### src/rtl/serial_frame_deserializer.sv
// Start-bit-triggered serial-to-parallel receiver for frames of N back-to-back words.
// Optional macro PARITY_CHECK_EN adds a trailing even-parity bit per word and a parity_err output.
module serial_frame_deserializer #(
  parameter int   WORD_SIZE = 8,
  parameter int   MAX_WORDS = 16,
  parameter int   LEN_W     = $clog2(MAX_WORDS) + 1,
  parameter logic START_BIT = 1'b0,
  parameter bit   MSB_FIRST = 1'b0
) (
  input  logic                 clock,
  input  logic                 reset,
  input  logic                 start,
  input  logic [LEN_W-1:0]     frame_words,
  input  logic                 abort,
  input  logic                 data_in,
  output logic [WORD_SIZE-1:0] data_out,
  output logic                 word_valid,
  output logic                 last_word,
  output logic [LEN_W-1:0]     word_count,
  output logic                 busy,
  output logic                 len_err
`ifdef PARITY_CHECK_EN
  ,
  output logic                 parity_err
`endif
);

  localparam int               BIT_W    = (WORD_SIZE > 1) ? $clog2(WORD_SIZE) : 1;
  localparam logic [BIT_W-1:0] LAST_BIT = BIT_W'(WORD_SIZE - 1);
  localparam logic [LEN_W-1:0] MAX_LEN  = LEN_W'(MAX_WORDS);

  typedef enum logic [1:0] {
    S_IDLE,
    S_HUNT,
    S_SHIFT
`ifdef PARITY_CHECK_EN
    ,
    S_PARITY
`endif
  } state_t;

  state_t               state_q, state_d;
  logic [LEN_W-1:0]     len_q, len_d;
  logic [BIT_W-1:0]     bit_cnt_q, bit_cnt_d;
  logic [WORD_SIZE-1:0] shreg_q, shreg_d;
  logic [WORD_SIZE-1:0] data_out_q, data_out_d;
  logic                 word_valid_q, word_valid_d;
  logic                 last_word_q, last_word_d;
  logic [LEN_W-1:0]     word_count_q, word_count_d;
  logic                 len_err_q, len_err_d;
`ifdef PARITY_CHECK_EN
  logic                 parity_err_q, parity_err_d;
`endif

  logic [WORD_SIZE-1:0] shifted;
  logic [WORD_SIZE-1:0] word;
  logic [LEN_W-1:0]     count_inc;
  logic                 len_ok;
  logic                 complete;

  always_comb begin
    if (MSB_FIRST) begin
      shifted = (shreg_q << 1) | {{(WORD_SIZE-1){1'b0}}, data_in};
    end else begin
      shifted = (shreg_q >> 1) | {data_in, {(WORD_SIZE-1){1'b0}}};
    end
  end

  assign count_inc = word_count_q + LEN_W'(1);
  assign len_ok    = (frame_words != '0) && (frame_words <= MAX_LEN);

  always_comb begin
    state_d      = state_q;
    len_d        = len_q;
    bit_cnt_d    = bit_cnt_q;
    shreg_d      = shreg_q;
    data_out_d   = data_out_q;
    word_valid_d = 1'b0;
    last_word_d  = 1'b0;
    word_count_d = word_count_q;
    len_err_d    = 1'b0;
`ifdef PARITY_CHECK_EN
    parity_err_d = 1'b0;
`endif
    complete     = 1'b0;
    word         = shifted;

    // abort outranks everything, including a word completing on this edge
    if (abort) begin
      state_d   = S_IDLE;
      bit_cnt_d = '0;
    end else begin
      case (state_q)
        S_IDLE: begin
          if (start) begin
            if (len_ok) begin
              len_d        = frame_words;
              word_count_d = '0;
              state_d      = S_HUNT;
            end else begin
              len_err_d = 1'b1;
            end
          end
        end
        S_HUNT: begin
          bit_cnt_d = '0;
          if (data_in == START_BIT) begin
            state_d = S_SHIFT;
          end
        end
        S_SHIFT: begin
          shreg_d = shifted;
          if (bit_cnt_q == LAST_BIT) begin
            bit_cnt_d = '0;
`ifdef PARITY_CHECK_EN
            state_d   = S_PARITY;
`else
            complete  = 1'b1;
`endif
          end else begin
            bit_cnt_d = bit_cnt_q + BIT_W'(1);
          end
        end
`ifdef PARITY_CHECK_EN
        S_PARITY: begin
          complete     = 1'b1;
          word         = shreg_q;
          parity_err_d = ^{shreg_q, data_in};
        end
`endif
        default: state_d = S_IDLE;
      endcase

      if (complete) begin
        data_out_d   = word;
        word_valid_d = 1'b1;
        word_count_d = (word_count_q == len_q) ? word_count_q : count_inc;
        if (count_inc == len_q) begin
          last_word_d = 1'b1;
          state_d     = S_IDLE;
        end else begin
          state_d = S_SHIFT;
        end
      end
    end
  end

  always_ff @(posedge clock or posedge reset) begin
    if (reset) begin
      state_q      <= S_IDLE;
      len_q        <= '0;
      bit_cnt_q    <= '0;
      shreg_q      <= '0;
      data_out_q   <= '0;
      word_valid_q <= 1'b0;
      last_word_q  <= 1'b0;
      word_count_q <= '0;
      len_err_q    <= 1'b0;
`ifdef PARITY_CHECK_EN
      parity_err_q <= 1'b0;
`endif
    end else begin
      state_q      <= state_d;
      len_q        <= len_d;
      bit_cnt_q    <= bit_cnt_d;
      shreg_q      <= shreg_d;
      data_out_q   <= data_out_d;
      word_valid_q <= word_valid_d;
      last_word_q  <= last_word_d;
      word_count_q <= word_count_d;
      len_err_q    <= len_err_d;
`ifdef PARITY_CHECK_EN
      parity_err_q <= parity_err_d;
`endif
    end
  end

  assign data_out   = data_out_q;
  assign word_valid = word_valid_q;
  assign last_word  = last_word_q;
  assign word_count = word_count_q;
  assign busy       = (state_q != S_IDLE);
  assign len_err    = len_err_q;
`ifdef PARITY_CHECK_EN
  assign parity_err = parity_err_q;
`endif

endmodule

### config.mk
export PLATFORM = sky130hd
export DESIGN_NAME = serial_frame_deserializer
export DESIGN_NICKNAME = d
export VERILOG_FILES = /design/src/rtl/serial_frame_deserializer.sv
export SDC_FILE = /design/constraint.sdc
export NUM_CORES = 1
export LEC_CHECK = 0
export ABC_AREA = 1
export CAP_MARGIN = 20
export CORE_ASPECT_RATIO = 1.75
export CORE_MARGIN = 5
export CORE_UTILIZATION = 56
export DETAILED_ROUTE_END_ITERATION = 12
export HOLD_SLACK_MARGIN = 0.06
export PLACE_DENSITY = 0.81
export SLEW_MARGIN = 20
export SYNTH_ARGS = -nofsm -noshare
export SYNTH_HDL_FRONTEND = slang
export SYNTH_SLANG_ARGS = --single-unit
### constraint.sdc
create_clock -name clock -period 2.05 [get_ports clock]
set_input_delay 0.41 -clock clock [delete_from_list [all_inputs] [get_ports clock]]
set_output_delay 0.41 -clock clock [all_outputs]
set_load 0.05 [all_outputs]
==> results of run 1 <==
-- per-stage QoR --
stage	cells	total power, uW	hold WS, ps
floorplan	203	996.2	446.1
detailed placement	255	1070	469.7
CTS	263	1699	485.4
finish	263	1683	479.9
global placement	255	1062	463.9
global route	263	1784	505.0
-- flip-flops by register name, summed over array words and instances, names as in the netlist --
| signal | flops |
|---|---|
| data_out | 8 |
| last_word | 1 |
| word_valid | 1 |
| word_count | 5 |
| state_q | 2 |
| len_q | 5 |
| shreg_q | 7 |
| len_err | 1 |
| bit_cnt_q | 3 |
-- power groups by stage --
stage          combinational [uW]  sequential [uW]  clock [uW]
6_report                      279              778         626
5_1_grt                       329              786         670
4_1_cts                       284              777         638
3_5_place_dp                  282              788           0
3_3_place_gp                  276              787           0
2_1_floorplan                 214              782           0
-- Yosys cell counts (all sizes together) --
cell type,instances
xor2,1
a21oi,4
xnor2,1
nand4,1
inv,34
and2,1
clkbuf,1
ha,3
nand2,63
o21ai,26
dfrtp,33
buf,2
nand3,12
nor2,21
-- worst paths after layout --
| kind | startpoint | end | cells after the start |
|---|---|---|---|
| min in group asynchronous | reset | data_out[2] | 3 |
| min | data_out[0] | data_out[0] | 2 |
| max | word_count[0] | word_count[0] | 1 |
| min reg2reg | data_out[0] | data_out[0] | 2 |
| max in group asynchronous | reset | len_q[4] | 3 |
| max reg2reg | word_count[0] | state_q[1] | 12 |
-- metal layers --
metal | vias to the layer above | part of all wire (%) | GRT usage, % | routed length (um)
met5 | - | 0 | 0 | 0
met4 | 0 | 2.9 | 10.51 | 90
met3 | 4 | 4.7 | 4.537 | 148
met2 | 36 | 54 | 34.63 | 1684
met1 | 636 | 38 | 17.04 | 1196
li1 | 692 | - | - | -
-- area by class of cell --
cell class,instances,area share (%)
clock buffers,7,4.223
clock inverters,1,1.469
inverters,34,6.242
multi-input cells,133,33.11
flip-flops and latches,33,40.39
well taps,28,1.714
repair buffers,27,12.85
-- kinds of logic (layout without fill, tap and decap cells) --
group | Yosys count | after routing
AOI/OAI and AO/OA | 30 | 30
xor gates and xnor gates | 2 | 2
DFF | 33 | 33
adders and majority gates | 3 | 3
buffers and inverters | 37 | 69
and+or+nand+nor | 98 | 98
==> impl_metrics.yaml, run 1 <==
outcome:
  status: "finished, final reports clean"
floorplan:
  initial_core_util_pct: 57.22
  fp-row-count: 26
  num_io_pins: 27
  die_x_um: 51.12
  die_height_um: 81.95
  design.die.area_um2: 4189
  core_um2: 2895
worst_setup_path:
  end_kind: "primary output"
  path_class: "reg2out"
  worst-path-buf-inv: 1
  cp.arrival_ps: 1580
  slowest_delay_ps: 840
  required_ps: 1640
  cp_top_family: "buffers and inverters"
  worstPathCellList: "clkdlybuf4s50_1"
  start_kind: "register"
  timing.critical_path.fanout_max: 7
  reg2reg_slack_ps: 510
  slowest_stage: "clkdlybuf4s50_1"
synth:
  synthCells: 203
  netlist_area_um2: 1657
  synth-simple-area-share_pct: 25.98
  synth_top_family_by_area: "simple AND/OR/NAND/NOR gates"
  synthXorXnorAreaFrac_pct: 1.057
  ys_seq_area_share_pct: 49.85
  synthesis.nets: 216
  synth_top_cell_area_share_pct: 49.85
  yosysWarnings: 0
  synth_compound_area_share_pct: 11.56
  synth_fa_ha_area_share_pct: 2.266
  yosys-mux-area-fraction_pct: 0
  yosysTopAreaCell: "dfrtp_1"
  ys_types: 24
  syn_avg_cell_area_um2: 8.161
  synth_area_leaders: "dfrtp_1, nand2_1, inv_1"
  ys_ff_latch: 33
clocking:
  post_cts_buffers: 0
  cts_inserted_buffers: 5
  cts_sinks: 33
  clock_latency_ps: 290
  cts.path.max_buffers: 2
  holdBufCountCts: 0
  cts_tree: "done"
  htreeDepth: 2
  cts_resized: 0
  root_buffer: "clkbuf_8"
  clkTransAtPathRegs_ps: 60
finish:
  diodes: 0
  regArea_um2: 825.8
  nets: 247
  drive_above_1_share_pct: 12.34
  fin_util_pct: 70.61
  syn_to_final_growth_pct: 23.41
  layout_common_cells: "nand2_1, dfrtp_1, inv_1"
  multi_input_area_um2: 676.9
  design_area_um2: 2044
  fill_cells: 223
  layout_commonest_cell: "nand2_1"
pwr:
  ir_worst_vdd_v: 0.0006308
  p_per_area_nw_per_um2: 823.3
  power.switching_uw: 455.8
  power.internal_uw: 1227
  power_leakage_uw: 0.0009960
  power.share.clock_pct: 37.2
  power.share.combinational_pct: 16.6
  swShare_pct: 27.08
  p_seq_share_pct: 46.2
grt:
  antenna_found_initial: 0
  grt_overflow: 0
  grt_max_degree: 34
  grt_pass1_wl_um: 5547
  grt_use_total_pct: 18.21
  grt_pass1_vias: 1337
drt:
  first_iter_violations: 28
  drtAntennaViolNets: 0
  firstDrtPassIters: 4
  drt-total-wl_um: 3119
  via_per_inst: 5.202
  routedWlPerCell_um: 11.86
  vias: 1368
  drc: 0
placement:
  portBuffers: 26
  placed_cell_area_um2: 1928
  dp_hpwl_um: 2349
  gp_congestion: 0.7900
  dp_slack_ps: 156.4
timing:
  slew_violations: 0
  setup_violations: 0
  finalCritPeriodShare_pct: 97.14
  skew_ps: 3.569
  rsz0062_at_grt: "false"
  maxClockFrequency_mhz: 502.1
  setup_tns_ps: 0
  timing.final.ws_setup_ps: 58.54
  slew_headroom_pct: 66.28
  hold_viol: 0
  worst_pin_slew_ps: 504.2
  post-route-min-period_ps: 1991
flow_run:
  cap_viol_max_count: 0
min_path:
  min_path_type: "reg2reg"
Note: power is estimated with default switching activity, not from simulation.
==> run 2, diff against run 1 <==
Clock period 2.05 ns to 2.44 ns, I/O delays scaled along.
==> impl_metrics.yaml, run 2 (synthesized netlist as in run 1, its figures left out) <==
clocking:
  cts.path.max_buffers: 2
  cts_inserted_buffers: 5
  post_cts_buffers: 0
  clock_latency_ps: 280
  cts_sinks: 33
  clkTransAtPathRegs_ps: 60
  cts_tree: "done"
  htreeDepth: 2
  root_buffer: "clkbuf_8"
  cts_resized: 0
  holdBufCountCts: 0
finish:
  layout_common_cells: "nand2_1, dfrtp_1, inv_1"
  final_cells: 263
  syn_to_final_growth_pct: 21.90
  drive_above_1_share_pct: 11.91
  largest_register_ff_count: 8
  design_area_um2: 2019
  nets: 247
  diodes: 0
  fill_cells: 237
  layout_commonest_cell: "nand2_1"
grt:
  grt_max_degree: 34
  grt_pass1_wl_um: 5485
  grt_overflow: 0
  grt_use_total_pct: 17.68
  grt_pass1_vias: 1323
  antenna_found_initial: 0
worst_setup_path:
  startpoint: "state_q[0]"
  cp.arrival_ps: 1640
  reg2reg_slack_ps: 880
  timing.critical_path.fanout_max: 3
  required_ps: 1950
  worst-r2r-cell-count: 12
  end_kind: "primary output"
  endpoint: "busy"
  worst-path-buf-inv: 2
  path_class: "reg2out"
  cp_top_family: "buffers and inverters"
  crit-reg2reg-launch: "word_count[0]"
  slowest_delay_ps: 810
  cp.depth: 3
  start_kind: "register"
  r2r_end: "state_q[1]"
  slowest_stage: "clkdlybuf4s50_1"
  worstPathCellList: "nor2_1, inv_1, clkdlybuf4s50_1"
timing:
  worst_pin_slew_ps: 500.9
  post-route-min-period_ps: 2133
  setup_violations: 0
  finalCritPeriodShare_pct: 87.40
  setup_tns_ps: 0
  skew_ps: 5.527
  hold_viol: 0
  slew_headroom_pct: 66.50
  maxClockFrequency_mhz: 468.9
  timing.final.ws_setup_ps: 307.4
  rsz0062_at_grt: "false"
  slew_violations: 0
drt:
  first_iter_violations: 26
  vias: 1322
  via_per_inst: 5.027
  routedWlPerCell_um: 11.32
  drc: 0
  drtAntennaViolNets: 0
  drt-total-wl_um: 2977
  firstDrtPassIters: 4
flow_run:
  cap_viol_max_count: 0
floorplan:
  die_height_um: 81.95
  design.die.area_um2: 4189
  num_io_pins: 27
  die_x_um: 51.12
  fp-row-count: 26
  initial_core_util_pct: 57.22
  core_um2: 2895
min_path:
  min_path_type: "reg2reg"
placement:
  gp_congestion: 0.7868
  portBuffers: 26
  dp.cells: 255
  dp_slack_ps: 491.3
  placed_cell_area_um2: 1933
  dp_hpwl_um: 2296
pwr:
  power.share.clock_pct: 30.7
  swShare_pct: 30.02
  power.share.combinational_pct: 18.3
  power_leakage_uw: 0.0009778
  power.internal_uw: 896.1
  p_seq_share_pct: 51.0
  ir_worst_vdd_v: 0.0004991
  p_per_area_nw_per_um2: 634.0
  power.total_uw: 1280
  power.switching_uw: 384.3
outcome:
  status: "finished, final reports clean"
-- run 2: area by class of cell --
class	count	area [um2]	area share, %
sequential	33	825.8	40.89
multi-input combinational	133	676.9	33.52
timing repair buffer	27	267.8	13.26
inverter	34	127.6	6.320
clock buffer	5	68.82	3.408
tap	28	35.03	1.735
clock inverter	3	17.52	0.8674
-- run 2: stage by stage --
step | utilization (%) | hold slack [ps]
3_3_place_gp | 66.77 | 464.4
3_5_place_dp | 66.77 | 468.6
5_1_grt | 69.75 | 507.8
4_1_cts | 69.75 | 485.4
6_report | 69.75 | 479.0
2_1_floorplan | - | 446.1
-- run 2: tightest hold or removal path: stages (launching register included) --
cell	delay, ps
dfrtp_1	350
nand2_1	60
nand2_1	50
-- run 2: worst min-delay path by stage --
stage | from | end | depth (start not counted)
3_5_place_dp | data_out[3] | data_out[3] | 2
2_1_floorplan | bit_cnt_q[0] | bit_cnt_q[0] | 1
3_3_place_gp | data_out[3] | data_out[3] | 2
6_report | data_out[0] | data_out[0] | 2
5_1_grt | data_out[6] | data_out[6] | 2
4_1_cts | data_out[2] | data_out[2] | 2
-- run 2: layer usage --
metal / part of all wire (%) / global-route usage, % / vias up
li1: - / - / 685
met2: 53 / 31.91 / 30
met1: 40 / 18.21 / 600
met4: 3.6 / 10.51 / 0
met3: 3.8 / 3.993 / 7
met5: 0 / 0 / -
-- run 2: power by group through the flow --
stage          Clock, uW  Combinational (uW)  Sequential [uW]
2_1_floorplan          0                 180              657
3_3_place_gp           0                 232              661
3_5_place_dp           0                 239              663
4_1_cts              410                 241              653
5_1_grt              433                 278              662
6_report             393                 235              653
